[src/rtl/pc_sequencer.sv]
// -----------------------------------------------------------------------------
// pc_sequencer
//   Holds the program counter and sequences instruction fetch around the
//   branch unit. The PC advances when imem accepts a fetch. A taken, aligned
//   branch or jump from EX redirects the PC and raises a flush that lasts
//   FLUSH_CYCLES cycles, so the wrong-path instructions in IF/ID/EX are
//   squashed. A taken branch to a misaligned target is not followed. Instead
//   it raises a one-cycle misalign pulse and records the offending target.
//
// Parameters
//   RESET_PC     PC value loaded on reset
//   FLUSH_CYCLES number of cycles flush is high per redirect (>= 1),
//                including the redirect cycle itself
//   CNT_W        width of the saturating taken-redirect counter
//
// Ports
//   clk          clock; all state updates on the rising edge
//   rst          synchronous reset, active-high
//   stall        hazard unit: hold the PC and issue no new fetch
//   br_valid     EX stage holds a resolved branch or jump this cycle
//   branch       branch decision (1 = taken; jumps arrive as 1)
//   br_target    redirect target address from EX
//   fetch_ready  imem accepts fetch_addr this cycle
//   fetch_req    fetch request valid
//   fetch_addr   address to fetch (the current PC)
//   flush        squash the IF/ID and ID/EX contents
//   misalign     one-cycle pulse: taken target is not 4-byte aligned
//   bad_addr     offending target, held until the next misalign
//   taken_cnt    number of applied redirects, saturating
// -----------------------------------------------------------------------------
module pc_sequencer #(
  parameter logic [31:0] RESET_PC     = 32'h0000_0000,
  parameter int          FLUSH_CYCLES = 2,
  parameter int          CNT_W        = 16
) (
  input  logic             clk,
  input  logic             rst,
  input  logic             stall,
  input  logic             br_valid,
  input  logic             branch,
  input  logic [31:0]      br_target,
  input  logic             fetch_ready,
  output logic             fetch_req,
  output logic [31:0]      fetch_addr,
  output logic             flush,
  output logic             misalign,
  output logic [31:0]      bad_addr,
  output logic [CNT_W-1:0] taken_cnt
);

  localparam logic [1:0] ST_BOOT  = 2'd0;
  localparam logic [1:0] ST_RUN   = 2'd1;
  localparam logic [1:0] ST_FLUSH = 2'd2;

  // The FLUSH-state counter only needs to count up to FLUSH_CYCLES-2.
  // Keep it at least 1 bit wide so the design still elaborates when
  // FLUSH_CYCLES is 1.
  localparam int CW = (FLUSH_CYCLES > 2) ? $clog2(FLUSH_CYCLES) : 1;
  localparam logic [CW-1:0] CNT_INIT =
    (FLUSH_CYCLES > 1) ? CW'(FLUSH_CYCLES - 2) : '0;
  localparam bit MULTI_FLUSH = (FLUSH_CYCLES > 1);

  logic [1:0]       state_q,     state_d;
  logic [31:0]      pc_q,        pc_d;
  logic [CW-1:0]    cnt_q,       cnt_d;
  logic             misalign_q,  misalign_d;
  logic [31:0]      bad_addr_q,  bad_addr_d;
  logic [CNT_W-1:0] taken_cnt_q, taken_cnt_d;

  logic taken_hit;
  logic target_aligned;

  assign taken_hit      = br_valid & branch;
  assign target_aligned = (br_target[1:0] == 2'b00);

  always_comb begin
    state_d     = state_q;
    pc_d        = pc_q;
    cnt_d       = cnt_q;
    misalign_d  = 1'b0;
    bad_addr_d  = bad_addr_q;
    taken_cnt_d = taken_cnt_q;
    fetch_req   = 1'b0;
    flush       = 1'b0;

    case (state_q)
      ST_BOOT: begin
        state_d = ST_RUN;
      end

      ST_RUN: begin
        fetch_req = ~stall;
        if (taken_hit && target_aligned) begin
          // A redirect overrides stall and any pending fetch. An unaccepted
          // fetch is simply withdrawn. The flush is combinational, so
          // squashing starts in the redirect cycle itself.
          flush = 1'b1;
          pc_d  = br_target;
          if (taken_cnt_q != {CNT_W{1'b1}}) begin
            taken_cnt_d = taken_cnt_q + CNT_W'(1);
          end
          if (MULTI_FLUSH) begin
            state_d = ST_FLUSH;
            cnt_d   = CNT_INIT;
          end
        end else if (taken_hit) begin
          // Misaligned target: report it, but do not follow it.
          misalign_d = 1'b1;
          bad_addr_d = br_target;
        end else if (!stall && fetch_ready) begin
          pc_d = pc_q + 32'd4;
        end
      end

      ST_FLUSH: begin
        // br_valid is ignored here because it belongs to a squashed
        // instruction. Fetch continues from the redirected PC.
        flush     = 1'b1;
        fetch_req = ~stall;
        if (!stall && fetch_ready) begin
          pc_d = pc_q + 32'd4;
        end
        if (cnt_q == '0) begin
          state_d = ST_RUN;
        end else begin
          cnt_d = cnt_q - CW'(1);
        end
      end

      default: begin
        state_d = ST_BOOT;
      end
    endcase
  end

  always_ff @(posedge clk) begin
    if (rst) begin
      state_q     <= ST_BOOT;
      pc_q        <= RESET_PC;
      cnt_q       <= '0;
      misalign_q  <= 1'b0;
      bad_addr_q  <= '0;
      taken_cnt_q <= '0;
    end else begin
      state_q     <= state_d;
      pc_q        <= pc_d;
      cnt_q       <= cnt_d;
      misalign_q  <= misalign_d;
      bad_addr_q  <= bad_addr_d;
      taken_cnt_q <= taken_cnt_d;
    end
  end

  assign fetch_addr = pc_q;
  assign misalign   = misalign_q;
  assign bad_addr   = bad_addr_q;
  assign taken_cnt  = taken_cnt_q;

endmodule

[config.mk]
export PLATFORM = sky130hd
export DESIGN_NAME = pc_sequencer
export DESIGN_NICKNAME = d
export VERILOG_FILES = /design/src/rtl/pc_sequencer.sv
export SDC_FILE = /design/constraint.sdc
export NUM_CORES = 1
export LEC_CHECK = 0
export ABC_AREA = 1
export BUFFER_PORTS_ARGS = -buffer_cell sky130_fd_sc_hd__buf_2
export CORE_UTILIZATION = 53
export DETAILED_ROUTE_END_ITERATION = 7
export GPL_ROUTABILITY_DRIVEN = 0
export HOLD_SLACK_MARGIN = 0.06
export PLACE_DENSITY = 0.88
export SYNTH_ARGS = -nofsm -noshare
export SYNTH_HDL_FRONTEND = slang
export SYNTH_SLANG_ARGS = --single-unit
export TNS_END_PERCENT = 1
[constraint.sdc]
create_clock -name clk -period 2.2 [get_ports clk]
set_input_delay 0.22 -clock clk [delete_from_list [all_inputs] [get_ports clk]]
set_output_delay 0.22 -clock clk [all_outputs]
set_load 0.1 [all_outputs]
; After elaboration in Yosys (flattened, before gate mapping)
; Cells that the tools add are included.
[op_classes]
add_sub_neg = 3
n_mul = 0
div = 0
n_lt_le_gt_ge = 0
n_eq_ne = 6
shifts = 0
n_mux = 14
n_bitwise = 4
reduce_logical = 13
[ops]
columns = op, n
row1 = $mux W32, 3
row2 = $pmux W32 S2, 1
row3 = $add A32 B3 Y32 const B, 1
row4 = $add A16 B1 Y16 const B, 1
row5 = $ne A16 B16 Y1 const B, 1
row6 = $pmux W2 S3, 1
row7 = $reduce_and A2 Y1, 3
row8 = $reduce_and A3 Y1, 2
row9 = $mux W1, 5
row10 = $logic_not A2 Y1, 2
row11 = $mux W2, 2
row12 = $ne A2 B2 Y1 const B, 2
row13 = $pmux W1 S2, 2
row14 = $ne A3 B3 Y1 const B, 1
row15 = $not A1 Y1, 3
row16 = $reduce_or A3 Y1, 1
row17 = $eq A2 B1 Y1 const B, 1
row18 = $eq A2 B2 Y1 const B, 1
row19 = $logic_and A1 B1 Y1, 2
row20 = $reduce_bool A2 Y1, 1
row21 = $reduce_or A2 Y1, 1
row22 = $and A1 B1 Y1, 1
row23 = $logic_not A1 Y1, 1
row24 = $sub A1 B1 Y1 const B, 1
[totals]
register_bits = 84
latch_bits = 0
ram_bits = 0
romBits = 0
in_bits = 38
output_inout_bits = 83
wordCells = 46
memories = 0

; Logic depth before layout (Yosys ltp)
[depth]
depth_word = 6
mapped_depth = 12
mapped_depth_nobuf = 12

; Worst setup path after synthesis
; OpenSTA, ideal clock, no wires.
[synth_path]
kind = register to output
from = register state_q[1]
to = output port flush
t_arrival_ns = 2.389
required_time_ns = 1.980
setup_slack_ns = -0.409
path_stages_with_launch = 7
path_buffers = 0
cell_sequence = dfxtp_1 > inv_1 > ha_1 > inv_1 > nor2_1 > inv_1 > a21oi_1
[synth_between]
elab_chain_cells = 2
elab_cells_between_ends = 3
classes_between = 2 x eq/ne / 1 x mux
[synth_rtl]
columns = element, line
row1 = from (decl), 63  ; logic [1:0] state_q, state_d;
row2 = from (signal assigned), 145  ; state_q <= state_d;
row3 = $eq A2 B2 Y1 / $eq A2 B1 Y1 (equally long branches), 86  ; case (state_q)
row4 = $pmux W1 S2 (*), 86
row5 = to (decl), 45  ; output logic flush,
; Mark *: on every way between the ends. The rest lies on a longest branch, timed or not.

; Worst setup path after layout
; Ends and elaborated chain as after synthesis.

==> results.yml <==
grt:
  grt_max_degree: 41
  grtUsageTotal: 0.298
  grt_pass1_wl_um: 20900
  grt_pass1_vias: 4561
  grt.overflow.total: 0
  grt_antenna_before_repair: 0
die:
  ios: 121
  start_util: 0.550
  rows: 33
  core-area_um2: 8220
  die_h_um: 94.3
  die_width_um: 94.3
  die_area_um2: 8900
final_layout:
  drive_above_1_share: 0.245
  layout_commonest_cell: "nand2_1"
  regArea_um2: 1660
  final_cell_mix: "149 x nand2_1, 119 x buf_2, 107 x nor2_1, 83 x dfxtp_1, 59 x inv_1"
  antenna_cells: 0
  multi_input_area_um2: 2450
  fin_nets: 827
  syn_to_final_growth_pct: 18.2
  fillers: 706
cts:
  hold_buffers: 0
  cts_tree: "yes"
  htreeDepth: 3
  clock_sinks: 83
  clockRootBuffer: "clkbuf_8"
  cts_buffer_depth: 2
  post_cts_buffers: 0
  clk_pin_slew_ns: 0.09
  cts_inserted_buffers: 9
  clock_latency_ns: 0.37
worst_setup_path:
  critical_path.max_fanout: 5
  crit_chain: "inv_1 -> ha_1 -> inv_1 -> nor2_1 -> inv_1 -> a21oi_2 -> buf_4"
  crit_cells: 7
  max_stage_delay_ns: 0.33
  cp_slowest_cell: "dfxtp_1"
  r2r-end: "fetch_addr[2]$_SDFFE_PP0P_"
  crit_start: "state_q[1]$_SDFFE_PP0P_"
  reg2reg_from: "state_q[1]$_SDFFE_PP0P_"
  critPathBufInv: 4
  cp-endpoint: "flush"
  worstPathRequired_ns: 1.98
  critPathKind: "reg2out"
  cp-end-kind: "primary output"
  r2r_setup_slack_ns: 0.34
  critPathMostFrequentCell: "inv_1"
  arrival_ns: 1.85
  ff2ff_path_depth: 8
  path_delay_family: "buffers and inverters"
  cp-start-kind: "flip-flop"
sta:
  setup_violations: 0
  slew_headroom: 0.653
  finalCritPeriodShare: 0.943
  setup_tns_ns: 0
  fin_skew_ns: 0.0104
  rsz0062_at_grt: "no"
  report.final.slew_viol_count: 0
  finalHoldViolations: 0
  worstMarginPinSlew_ns: 0.524
  layout_min_cycle_time_ns: 2.07
  fmax_mhz: 482
run:
  cap_violations: 0
detailed_routing:
  antenna_left: 0
  vias: 4920
  wirelength_um: 12700
  wl_per_cell_um: 14.2
  drc: 0
  first_pass_iters: 5
  drt_iter0_markers: 383
  vias_per_cell: 5.50
pwr:
  p_per_area_nw_per_um2: 617
  seqPwrFrac: 0.481
  p_sw_w: 0.00117
  power.share.clock: 0.307
  swShare: 0.357
  p_int_w: 0.00212
  power_frac_comb: 0.212
  totalPowerFinal_w: 0.00330
  ir_drop_mv: 0.412
  total_leakage_power_nw: 2.50
min_path:
  min_path_type: "in2reg"
synthesis:
  ys_types: 38
  syn_nets: 716
  synth_area_per_cell_um2: 6.72
  syn_area_um2: 4520
  synth_top_cell_area_share: 0.368
  ys_warn_count: 0
  synth_cells: 673
  synth_top_cell_by_area: "dfxtp_1"
  synth-seq-cells: 83
  ys_top_cells_by_area: "dfxtp_1 37%, nand2_1 12%, nor2_1 8.9%, o21ai_0 6.1%, a21oi_1 5.0%"
  yosysSeqAreaShare: 0.368
run_status:
  status: "finished, final reports clean"
placed_design:
  io_buffers: 120
  hpwlAfterDp_um: 9060
-- layer usage --
layer  vias up  GRT usage  wire (µm)
met5         -          0          0
met4         0      0.140        313
met3        29     0.0556       1110
met2       254      0.480       6060
met1      2248      0.385       5210
li1       2389          -          -
-- through the flow --
stage,instances,area (µm²),setup WS [ns],hold slack (ns),util
2_1_floorplan,673,4520,-0.100,0.348,-
3_3_place_gp,878,5170,0.452,0.451,0.629
3_5_place_dp,878,5170,0.388,0.460,0.629
4_1_cts,894,5340,0.119,0.0856,0.650
5_1_grt,894,5340,0.0256,0.114,0.650
6_report,894,5340,0.126,0.0941,0.650
-- cells in the mapped netlist --
master / n
or2_1: 2
nand3_1: 42
nand2_4: 1
o211ai_1: 2
xnor2_1: 6
ha_1: 5
o31ai_1: 1
nand3b_1: 2
buf_2: 10
inv_2: 3
o21ai_1: 2
xor2_1: 5
and3_1: 1
buf_8: 1
o21ai_0: 55
o21bai_1: 2
a21oi_2: 9
o22ai_1: 2
clkbuf_1: 12
inv_4: 1
nor3_4: 1
nor3_1: 12
clkinv_1: 1
inv_1: 59
buf_6: 4
nand4_1: 7
buf_1: 1
nor2_1: 107
a21oi_1: 45
nand2_2: 12
nor2_2: 5
or2_2: 3
buf_4: 1
nand3_2: 5
nand2_1: 149
dfxtp_1: 83
nor2_4: 9
a211oi_1: 5
-- worst min path at each step --
stage                                     from                         end  slack [ns]  cells past startpoint
floorplan                        br_target[18]   bad_addr[18]$_SDFFE_PP0P_        0.35                      2
global placement    fetch_addr[1]$_SDFFE_PP0P_  fetch_addr[1]$_SDFFE_PP0P_        0.45                      2
detailed placement  fetch_addr[1]$_SDFFE_PP0P_  fetch_addr[1]$_SDFFE_PP0P_        0.46                      2
finish                           br_target[18]   bad_addr[18]$_SDFFE_PP0P_        0.09                      3
global route                     br_target[26]   bad_addr[26]$_SDFFE_PP0P_        0.11                      3
CTS                              br_target[18]   bad_addr[18]$_SDFFE_PP0P_        0.09                      3
-- worst register-to-register path, delay by kind of cell (launching register included) --
family,cells,cell delay (ns)
adders and majority gates,1,0.18
buffers and inverters,3,0.56
DFF,1,0.35
and+or+nand+nor,1,0.09
AOI/OAI and AO/OA,3,0.58
-- area by class of cell --
| cell class | count | area share |
|---|---|---|
| Clock buffer | 12 | 0.0272 |
| Clock inverter | 4 | 0.00492 |
| Inverter | 64 | 0.0454 |
| Multi-Input combinational cell | 497 | 0.459 |
| Sequential cell | 83 | 0.311 |
| Tap cell | 105 | 0.0246 |
| Timing Repair Buffer | 129 | 0.128 |
-- cells by family (layout without fill, tap and decap cells) --
kind of cell	after synthesis	after routing	share of synthesized area
adder cells (fa/ha/maj)	5	5	0.0138
AO/OA/AOI/OAI	123	123	0.150
flip-flops	83	83	0.368
AND/OR/NAND/NOR	358	358	0.357
XOR/XNOR	11	11	0.0213
buffers and inverters	93	209	0.0905
-- timing repair --
item	CTS	global route
endpoints found under the setup margin	1	0
gates resized for setup	1	0
hold endpoints to repair	0	0
-- state kept, by name, summed over array words and instances, names as in the netlist --
| register | flops |
|---|---|
| bad_addr | 32 |
| state_q | 2 |
| fetch_addr | 32 |
| taken_cnt | 16 |
| misalign | 1 |
-- power groups by stage --
stage	clock network (W)	logic, W	registers [W]
2_1_floorplan	0	0.000233	0.00193
3_3_place_gp	0	0.000683	0.00162
3_5_place_dp	0	0.000694	0.00162
4_1_cts	0.00101	0.000696	0.00158
5_1_grt	0.00106	0.000742	0.00159
6_report	0.00101	0.000700	0.00158
(Power assumes the default switching activity.)
